## config.mk

```make
export PLATFORM = sky130hd
export DESIGN_NAME = game_sequencer
export DESIGN_NICKNAME = d
export VERILOG_FILES = /design/src/rtl/game_sequencer.sv
export SDC_FILE = /design/constraint.sdc
export NUM_CORES = 1
export LEC_CHECK = 0
export CORE_MARGIN = 2
export CORE_UTILIZATION = 40
export CTS_CLUSTER_SIZE = 30
export DETAILED_ROUTE_END_ITERATION = 8
export DONT_BUFFER_PORTS = 1
export PLACE_DENSITY = 0.58
export SYNTH_ARGS = -nofsm -noshare
export SYNTH_HDL_FRONTEND = slang
export SYNTH_SLANG_ARGS = --single-unit
```

## constraint.sdc

```tcl
create_clock -name clk -period 5.6 [get_ports clk]
set_clock_uncertainty 0.15 [all_clocks]
set_input_delay 1.12 -clock clk [delete_from_list [all_inputs] [get_ports clk]]
set_output_delay 1.12 -clock clk [all_outputs]
set_load 0.03 [all_outputs]
```

## src/rtl/game_sequencer.sv

```systemverilog
// Game phase controller: menu, intro animation handshake, play, death/clear dwells and game over.
// Also owns the lives/level/win registers that feed the HUD and screen mux.
module game_sequencer #(
    parameter int LIVES       = 3,
    parameter int LEVELS      = 4,
    parameter int TICK_DIV    = 650000,
    parameter int DEATH_TICKS = 200,
    parameter int CLEAR_TICKS = 300,
    parameter int OVER_TICKS  = 500,
    localparam int LW   = $clog2(LIVES + 1),
    localparam int LVW  = (LEVELS > 1) ? $clog2(LEVELS) : 1,
    localparam int PW   = (TICK_DIV > 1) ? $clog2(TICK_DIV) : 1,
    localparam int MAXT = (DEATH_TICKS > CLEAR_TICKS)
                          ? ((DEATH_TICKS > OVER_TICKS) ? DEATH_TICKS : OVER_TICKS)
                          : ((CLEAR_TICKS > OVER_TICKS) ? CLEAR_TICKS : OVER_TICKS),
    localparam int TW   = (MAXT > 1) ? $clog2(MAXT) : 1
) (
    input  logic           clk,
    input  logic           rst,
    input  logic           start_btn,
    input  logic           anim_busy,
    input  logic           player_hit,
    input  logic           player_goal,
    output logic           anim_rst,
    output logic           anim_go,
    output logic           level_rst,
    output logic           play_en,
    output logic           freeze,
    output logic [LW-1:0]  lives,
    output logic [LVW-1:0] level,
    output logic [2:0]     screen,
    output logic           win
);

    typedef enum logic [2:0] {
        S_MENU, S_INTRO_ARM, S_INTRO, S_PLAY, S_DEATH, S_RESPAWN, S_CLEAR, S_OVER
    } state_t;

    state_t         state, state_nxt;
    logic           start_prev, start_rise;
    logic           armed;
    logic [PW-1:0]  presc;
    logic [TW-1:0]  tcnt;
    logic [TW-1:0]  dwell_last;
    logic           tick, dwell_done;

    // Resetting prev to 1 keeps a button held through reset from counting as a press.
    assign start_rise = start_btn & ~start_prev;
    assign tick       = (presc == PW'(TICK_DIV - 1));

    always_comb begin
        dwell_last = '0;
        case (state)
            S_DEATH: dwell_last = TW'(DEATH_TICKS - 1);
            S_CLEAR: dwell_last = TW'(CLEAR_TICKS - 1);
            S_OVER:  dwell_last = TW'(OVER_TICKS - 1);
            default: dwell_last = '0;
        endcase
    end

    assign dwell_done = tick && (tcnt == dwell_last);

    always_comb begin
        state_nxt = state;
        case (state)
            S_MENU:      if (start_rise) state_nxt = S_INTRO_ARM;
            S_INTRO_ARM: state_nxt = S_INTRO;
            S_INTRO:     if (armed && !anim_busy) state_nxt = S_PLAY;
            S_PLAY: begin
                if (player_hit)       state_nxt = S_DEATH;
                else if (player_goal) state_nxt = S_CLEAR;
            end
            S_DEATH:     if (dwell_done) state_nxt = (lives == '0) ? S_OVER : S_RESPAWN;
            S_RESPAWN:   state_nxt = S_PLAY;
            S_CLEAR:     if (dwell_done)
                             state_nxt = (level == LVW'(LEVELS - 1)) ? S_OVER : S_INTRO_ARM;
            S_OVER:      if (dwell_done) state_nxt = S_MENU;
            default:     state_nxt = S_MENU;
        endcase
    end

    always_ff @(posedge clk) begin
        if (rst) begin
            state      <= S_MENU;
            start_prev <= 1'b1;
            armed      <= 1'b0;
            lives      <= LW'(LIVES);
            level      <= '0;
            win        <= 1'b0;
        end else begin
            state      <= state_nxt;
            start_prev <= start_btn;
            case (state)
                S_MENU: if (start_rise) begin
                    lives <= LW'(LIVES);
                    level <= '0;
                    win   <= 1'b0;
                end
                S_INTRO_ARM: armed <= 1'b0;
                S_INTRO:     if (anim_busy) armed <= 1'b1;
                S_PLAY:      if (player_hit && lives != '0) lives <= lives - LW'(1);
                S_DEATH:     if (dwell_done && lives == '0) win <= 1'b0;
                S_CLEAR: if (dwell_done) begin
                    if (level == LVW'(LEVELS - 1)) win <= 1'b1;
                    else                           level <= level + LVW'(1);
                end
                default: ;
            endcase
        end
    end

    // Timer restarts on every state change so each dwell is exactly N*TICK_DIV cycles.
    always_ff @(posedge clk) begin
        if (rst || state_nxt != state) begin
            presc <= '0;
            tcnt  <= '0;
        end else if (tick) begin
            presc <= '0;
            tcnt  <= tcnt + TW'(1);
        end else begin
            presc <= presc + PW'(1);
        end
    end

    always_comb begin
        anim_rst  = 1'b0;
        anim_go   = 1'b0;
        level_rst = 1'b0;
        play_en   = 1'b0;
        freeze    = 1'b0;
        screen    = 3'd0;
        case (state)
            S_MENU:      screen = 3'd0;
            S_INTRO_ARM: begin anim_rst = 1'b1; level_rst = 1'b1; screen = 3'd1; end
            S_INTRO:     begin anim_go = 1'b1; screen = 3'd1; end
            S_PLAY:      begin play_en = 1'b1; screen = 3'd2; end
            S_DEATH:     begin freeze = 1'b1; screen = 3'd3; end
            S_RESPAWN:   begin level_rst = 1'b1; screen = 3'd2; end
            S_CLEAR:     begin freeze = 1'b1; screen = 3'd4; end
            S_OVER:      screen = 3'd5;
            default:     screen = 3'd0;
        endcase
    end

endmodule

```

Word-level counts from Yosys, hierarchy flattened:

Index checks and enable logic that the tools add are counted.

* output and inout bits: 13
* logic and storage cells: 85
* register bits: 39
* bits of input ports: 6

* reductions and logical operators: 22
* bitwise logic cells: 2
* equality and inequality tests: 18
* add/sub/neg operators: 4
* multiplexer cells: 31

Operator list (number)
* $pmux W9 S3: 1
* $mux W3: 8
* $pmux W3 S8: 1
* $add A20 B1 Y20 const B: 1
* $eq A20 B20 Y1 const B: 1
* $pmux W3 S6: 1
* $ne A2 B2 Y1 const B: 7
* $eq A3 B3 Y1 const B: 4
* $mux W2: 6
* $mux W1: 10
* $reduce_or A2 Y1: 5
* $add A9 B1 Y9 const B: 1
* $eq A9 B9 Y1: 1
* $pmux W2 S2: 2
* $reduce_bool A2 Y1: 4
* $eq A3 B2 Y1 const B: 2
* $reduce_and A5 Y1: 1
* $logic_and A1 B1 Y1: 4
* $reduce_and A4 Y1: 1
* $eq A3 B1 Y1 const B: 1
* $logic_not A3 Y1: 1
* $ne A3 B3 Y1: 1
* $pmux W1 S3: 1
* $reduce_and A3 Y1: 1
* 11 further kinds: 11

Depth between registers and ports, before layout:

Gate-level depths: netlist (run 1).

* depth in word-level cells: 9
* depth in mapped cells: 10
* depth with buffers taken out: 7

Least setup slack after synthesis (run 1):

OpenSTA, ideal clock, no wires.

* path kind: register -> output
* from: register state[0]
* to: output port screen[1]
* stages on the path, launching flop included: 5
* path slack: 2.679 ns
* arrival time: 1.651 ns
* path through: dfxtp_1 -> buf_2 -> buf_1 -> inv_1 -> o21ai_0

* longest elaborated chain between the ends: 3
* elaborated cells between the ends (all ways): 11
* those cells by class: 7 x eq/ne; 1 x mux; 3 x reduce/logical

RTL lines
* start, declared: line 39 `state_t state, state_nxt;`
* start signal, assigned: line 91 `state <= state_nxt;`
* $eq A3 B3 Y1, or another cell as far along: line 132 `case (state)`
* $reduce_or A2 Y1 (no source line)
* $pmux W3 S6 *: line 132
* end, declared: line 31 `output logic [2:0] screen,`

Mark *: on every way between the ends. The rest lies on a longest branch, timed or not.

Worst setup path after layout (run 1):

* from: register state[1]
* to: output port screen[1]

Same word-level chain as after synthesis.

==> results of run 1 <==
==> power breakdown <==
group | internal, uW | leakage, uW | switching [uW] | total, uW
clock | 87.0 | 0.0000412 | 94.5 | 181
sequential | 294 | 0.000315 | 55.1 | 349
combinational | 80.3 | 0.000438 | 190 | 270
total | 461 | 0.000794 | 339 | 801
==> through the flow <==
step	utilization, %	total power [uW]
floorplan	-	581
global placement	42.3	626
detailed placement	42.3	623
CTS	44.0	812
global route	44.0	857
finish	44.0	801
==> critical path: cells and delay by family (launching register included) <==
| kind | cells | cell delay (ns) |
|---|---|---|
| DFF | 1 | 0.78 |
| AOI/OAI and AO/OA | 1 | 0.76 |
| and+or+nand+nor | 1 | 0.21 |
==> routing by layer <==
metal / vias to the layer above / track usage (%) / routed length (um)
li1: 916 / - / -
met1: 809 / 20.2 / 2090
met2: 32 / 25.9 / 1980
met3: 5 / 4.24 / 186
met4: 0 / 5.36 / 46
met5: - / 0 / 0
==> kinds of logic after synthesis <==
group | Yosys count
compound gates | 43
xor+xnor | 25
fa+ha+maj | 4
buf+inv | 21
flops | 39
mux | 3
simple gates | 132
==> final cells by class <==
cell class	count	area (um^2)	area share (%)
Clock inverter	2	12.5	0.553
Multi-Input combinational cell	207	1270	56.2
Sequential cell	39	781	34.5
Clock buffer	6	72.6	3.21
Inverter	10	37.5	1.66
Tap cell	70	87.6	3.87
==> state kept, by name, summed over array words and instances, names as in the netlist <==
| name | count |
|---|---|
| level | 2 |
| tcnt | 9 |
| win | 1 |
| lives | 2 |
| presc | 20 |
| armed | 1 |
| state | 3 |
| start_prev | 1 |
==> worst paths after layout <==
check,to,depth (start not counted)
max,screen[1],2
min,presc[0],1
max reg2reg,presc[6],7
min reg2reg,presc[0],1
==> cell usage in the layout (no fill, tap or decap), types with 4 or more instances in the layout <==
cell / netlist / final
ha_1: 4 / 4
xor2_1: 13 / 13
xnor2_1: 12 / 12
nand2b_1: 9 / 9
o21ai_0: 9 / 9
nor3_1: 4 / 4
or3_1: 8 / 8
dfxtp_1: 39 / 39
a21oi_1: 13 / 13
nand3_1: 9 / 9
nor2_1: 46 / 46
nand4_1: 5 / 5
a31oi_1: 4 / 4
and3_1: 8 / 8
clkbuf_8: 0 / 5
inv_1: 10 / 10
nand2_1: 25 / 25
==> impl_metrics.tcl, run 1 <==
set metrics [dict create \
    grt_usage_pct 15.8 \
    grt_antenna_before_repair 0 \
    finalSetupViolCount 0 \
    drt_first_pass_iters 4 \
    cts.sinks 39 \
    synth_compound_area_share_pct 13.8 \
    via_per_inst 5.28 \
    path_class "reg -> out" \
    drive_gt1_share_pct 6.06 \
    drc 0 \
    antennaDiodeCount 0 \
    synth-seq-cells 39 \
    fillerInstances 552 \
    tns_ns 0 \
    final.period_utilization_pct 59.0 \
    rrSetupSlack_ns 2.68 \
    min_from "presc[0]" \
    die_w_um 77.1 \
    yosysWarnings 0 \
    htreeDepth 2 \
    ys_top_cells_by_count "46 x nor2_1, 39 x dfxtp_1, 25 x nand2_1" \
    fin_area_um2 2260 \
    synth_adder_area_share_pct 2.34 \
    status "finished, final reports clean" \
    start_util_pct 41.5 \
    path_cells "nand2b_1 > o21ai_0" \
    instances_no_fill 334 \
    clockBufferDepth 2 \
    placed_cells 326 \
    post_cts_resized 0 \
    fin_nets 273 \
    numPortBuffers 0 \
    synth_top_flop_cell "dfxtp_1" \
    max_stage_delay_ns 0.78 \
    routabilityCongestion 0.798 \
    synthTopCellsByArea "dfxtp_1 37%, nor2_1 8.1%, xor2_1 5.3%, xnor2_1 4.9%, nand2_1 4.4%" \
    grt_max_degree 28 \
    num_io_pins 19 \
    initialDrtViolationCount 139 \
    hold_path_class "reg -> reg" \
    syn_to_final_growth_pct 5.92 \
    p_leak_uw 0.000794 \
    syn-instance-count 267 \
    timing.hold.ws_ns 0.312 \
    hpwlAfterDp_um 3090 \
    worstReg2RegStart "state[2]" \
    row_count 26 \
    numCtsBuffers 5 \
    core-area_um2 5140 \
    postCtsSetupBuffers 0 \
    end_kind "primary output" \
    syn-num-nets 277 \
    vias 1762 \
    startpoint_type "flip-flop" \
    yosysSeqAreaShare_pct 36.6 \
    synth_area_um2 2130 \
    totalWireLength_um 4300 \
    synth_top_family_by_area "simple AND/OR/NAND/NOR gates" \
    synth_top_cell_area_share_pct 36.6 \
    worst_pin_slew_ns 0.910 \
    place_area_um2 2180 \
    required_ns 4.33 \
    clkTransAtPathRegs_ns 0.07 \
    die_y_um 77.1 \
    fin_ws_ns 2.30 \
    synthSimpleGateAreaFrac_pct 31.7 \
    worstPathArrival_ns 2.03 \
    overflow 0 \
    synth_area_per_cell_um2 7.99 \
    synth_mux_area_share_pct 1.47 \
    startpoint "state[1]" \
    preCtsSetupSlack_ns 2.62 \
    cts_root_buf "clkbuf_8" \
    synthXorXnorAreaFrac_pct 10.3 \
    maxCapViolCount 0 \
    final_antenna_net_count 0 \
    synth_edf_count 0 \
    hold_viol 0 \
    fin_crit_ns 3.30 \
    grt_setup_unrepaired "false" \
    ir_drop_mv 0.140 \
    synthDistinctLibCells 46 \
    fmax_mhz 303 \
    crit_fanout 22 \
    hold_buffers 0 \
    final_max_slew_viol_count 0 \
    fp.dieArea_um2 5940 \
    grt_pass1_vias 1651 \
    tritoncts "built" \
    yosysMostFrequentCell "nor2_1" \
    routedWlPerCell_um 12.9 \
    yosys.area.top_type "dfxtp_1" \
    grt_pass1_wl_um 7660 \
    worstSkewPairLatency_ns 0.29 \
    crit_path_top_delay_cell "dfxtp_1" \
    powerDensity_nw_per_um2 354 \
    async_flop_share_pct 0 \
    max-slew-margin-rel_pct 38.7 \
]
(Power assumes the default switching activity.)
==> run 2, diff against run 1 <==
--- a/config.mk
+++ b/config.mk
@@ -10,7 +10,7 @@
 export CTS_CLUSTER_SIZE = 30
 export DETAILED_ROUTE_END_ITERATION = 8
 export DONT_BUFFER_PORTS = 1
-export PLACE_DENSITY = 0.58
+export PLACE_DENSITY = 0.6
 export SYNTH_ARGS = -nofsm -noshare
 export SYNTH_HDL_FRONTEND = slang
 export SYNTH_SLANG_ARGS = --single-unit
==> constraint.sdc (replaced) <==
create_clock -name clk -period 2.9 [get_ports clk]
set_clock_uncertainty 0.15 [all_clocks]
set_input_delay 0.58 -clock clk [delete_from_list [all_inputs] [get_ports clk]]
set_output_delay 0.58 -clock clk [all_outputs]
set_load 0.03 [all_outputs]
==> run 2 against run 1 <==
Against the previous run: largest power group is now combinational logic; final area up 2.8%; cell count up 2.4%; critical path depth up 5; critical endpoint is now win; clock power up 100%; critical path type is now reg -> reg; via count up 1.9%; utilization up 1.2 points; setup slack worse by 1.9 ns.
==> impl_metrics.tcl, run 2 (same netlist as run 1, synthesis figures left out) <==
set metrics [dict create \
    totalWireLength_um 4450 \
    grt_pass1_wl_um 7870 \
    tns_ns 0 \
    grt_antenna_before_repair 0 \
    htreeDepth 2 \
    crit_buf_inv 0 \
    hold_buffers 0 \
    grt_usage_pct 16.5 \
    finalSetupViolCount 0 \
    hold_path_class "in -> reg" \
    overflow 0 \
    final_antenna_net_count 0 \
    status "finished, final reports clean" \
    fin_crit_ns 2.55 \
    max_stage_delay_ns 0.41 \
    worstSkewPairLatency_ns 0.30 \
    initialDrtViolationCount 194 \
    fp.dieArea_um2 5940 \
    worstPathArrival_ns 2.62 \
    fin_ws_ns 0.350 \
    fin_nets 281 \
    die_y_um 77.1 \
    powerDensity_nw_per_um2 700 \
    required_ns 2.98 \
    place_area_um2 2240 \
    numCtsBuffers 5 \
    most-common-layout-cells "46 x nor2_1, 39 x dfxtp_1, 25 x nand2_1" \
    syn_to_final_growth_pct 8.91 \
    path_delay_family "simple AND/OR/NAND/NOR gates" \
    worst_pin_slew_ns 0.639 \
    core-area_um2 5140 \
    drc 0 \
    vias 1796 \
    timing.hold.ws_ns 0.198 \
    fillerInstances 526 \
    clkTransAtPathRegs_ns 0.08 \
    preCtsSetupSlack_ns 0.375 \
    cp_common_cell "or3_1" \
    startpoint_type "flip-flop" \
    final_common_cell "nor2_1" \
    routedWlPerCell_um 13.0 \
    grt_pass1_vias 1751 \
    reg_top3 "presc: 20 flops, tcnt: 9 flops, state: 3 flops" \
    fin_area_um2 2320 \
    ir_drop_mv 0.299 \
    num_io_pins 19 \
    crit_fanout 6 \
    numPortBuffers 0 \
    final.period_utilization_pct 87.9 \
    die_w_um 77.1 \
    top_register "presc" \
    fmax_mhz 392 \
    cts.sinks 39 \
    drive_gt1_share_pct 9.19 \
    postCtsSetupBuffers 0 \
    path_cells "ha_1 > nand3_2 > or3_1 > or2_1 > or3_1 > or3_1 > a31oi_1" \
    maxCapViolCount 0 \
    max-slew-margin-rel_pct 57.2 \
    grt_setup_unrepaired "false" \
    p_total_uw 1630 \
    tritoncts "built" \
    hold_viol 0 \
    final_max_slew_viol_count 0 \
    start_util_pct 41.5 \
    path_class "reg -> reg" \
    post_cts_resized 0 \
    crit_path_top_delay_cell "or3_1" \
    row_count 26 \
    clockBufferDepth 2 \
    cts_root_buf "clkbuf_8" \
    largest_reg_flops 20 \
    hpwlAfterDp_um 3210 \
    p_leak_uw 0.000835 \
    grt_max_degree 18 \
    multi_input_area_um2 1270 \
    antennaDiodeCount 0 \
    drt_first_pass_iters 7 \
    routabilityCongestion 0.816 \
    seq_area_um2 781 \
    via_per_inst 5.25 \
    end_kind "flip-flop" \
]
==> run 2: cell count changes in the layout (fill, tap and decap cells not counted) <==
cell        change
clkbuf_1        -1
buf_4           +8
clkinvlp_4      +1
==> run 2: final timing paths <==
path | slack, ns | endpoint | depth (start not counted) | start
max reg2reg | 0.35 | win | 7 | presc[0]
min | 0.20 | level[0] | 1 | rst
min reg2reg | 0.33 | presc[0] | 1 | presc[0]
max | 0.35 | win | 7 | presc[0]
==> run 2: final cells by class <==
class / count / share of cell area (%)
clock inverters: 3 / 0.861
flip-flops and latches: 39 / 33.6
repair buffers: 8 / 2.58
inverters: 10 / 1.61
clock buffers: 5 / 2.96
multi-input cells: 207 / 54.6
well taps: 70 / 3.77
==> run 2: worst register-to-register path, delay by kind of cell (launching register included) <==
family	cells	cell delay, ns
fa+ha+maj	1	0.22
simple gates	5	1.57
compound gates	1	0.16
flops	1	0.38
==> run 2: report_power, final <==
group          total, uW  internal (uW)  leakage [uW]  switching (uW)
sequential           617            568      0.000315            49.7
clock                365            167     0.0000402             198
combinational        644            209      0.000479             434
==> run 2: per-stage QoR <==
stage / instances / util (%)
2_1_floorplan: 267 / -
3_3_place_gp: 334 / 43.5
3_5_place_dp: 334 / 43.5
4_1_cts: 342 / 45.2
5_1_grt: 342 / 45.2
6_report: 342 / 45.2
==> run 2: layer usage <==
layer	vias to the layer above	share of wire (%)	GRT usage, %
li1	931	-	-
met1	829	48	20.2
met2	29	46	26.8
met3	7	4.5	5.53
met4	0	1.6	6.43
met5	-	0	0
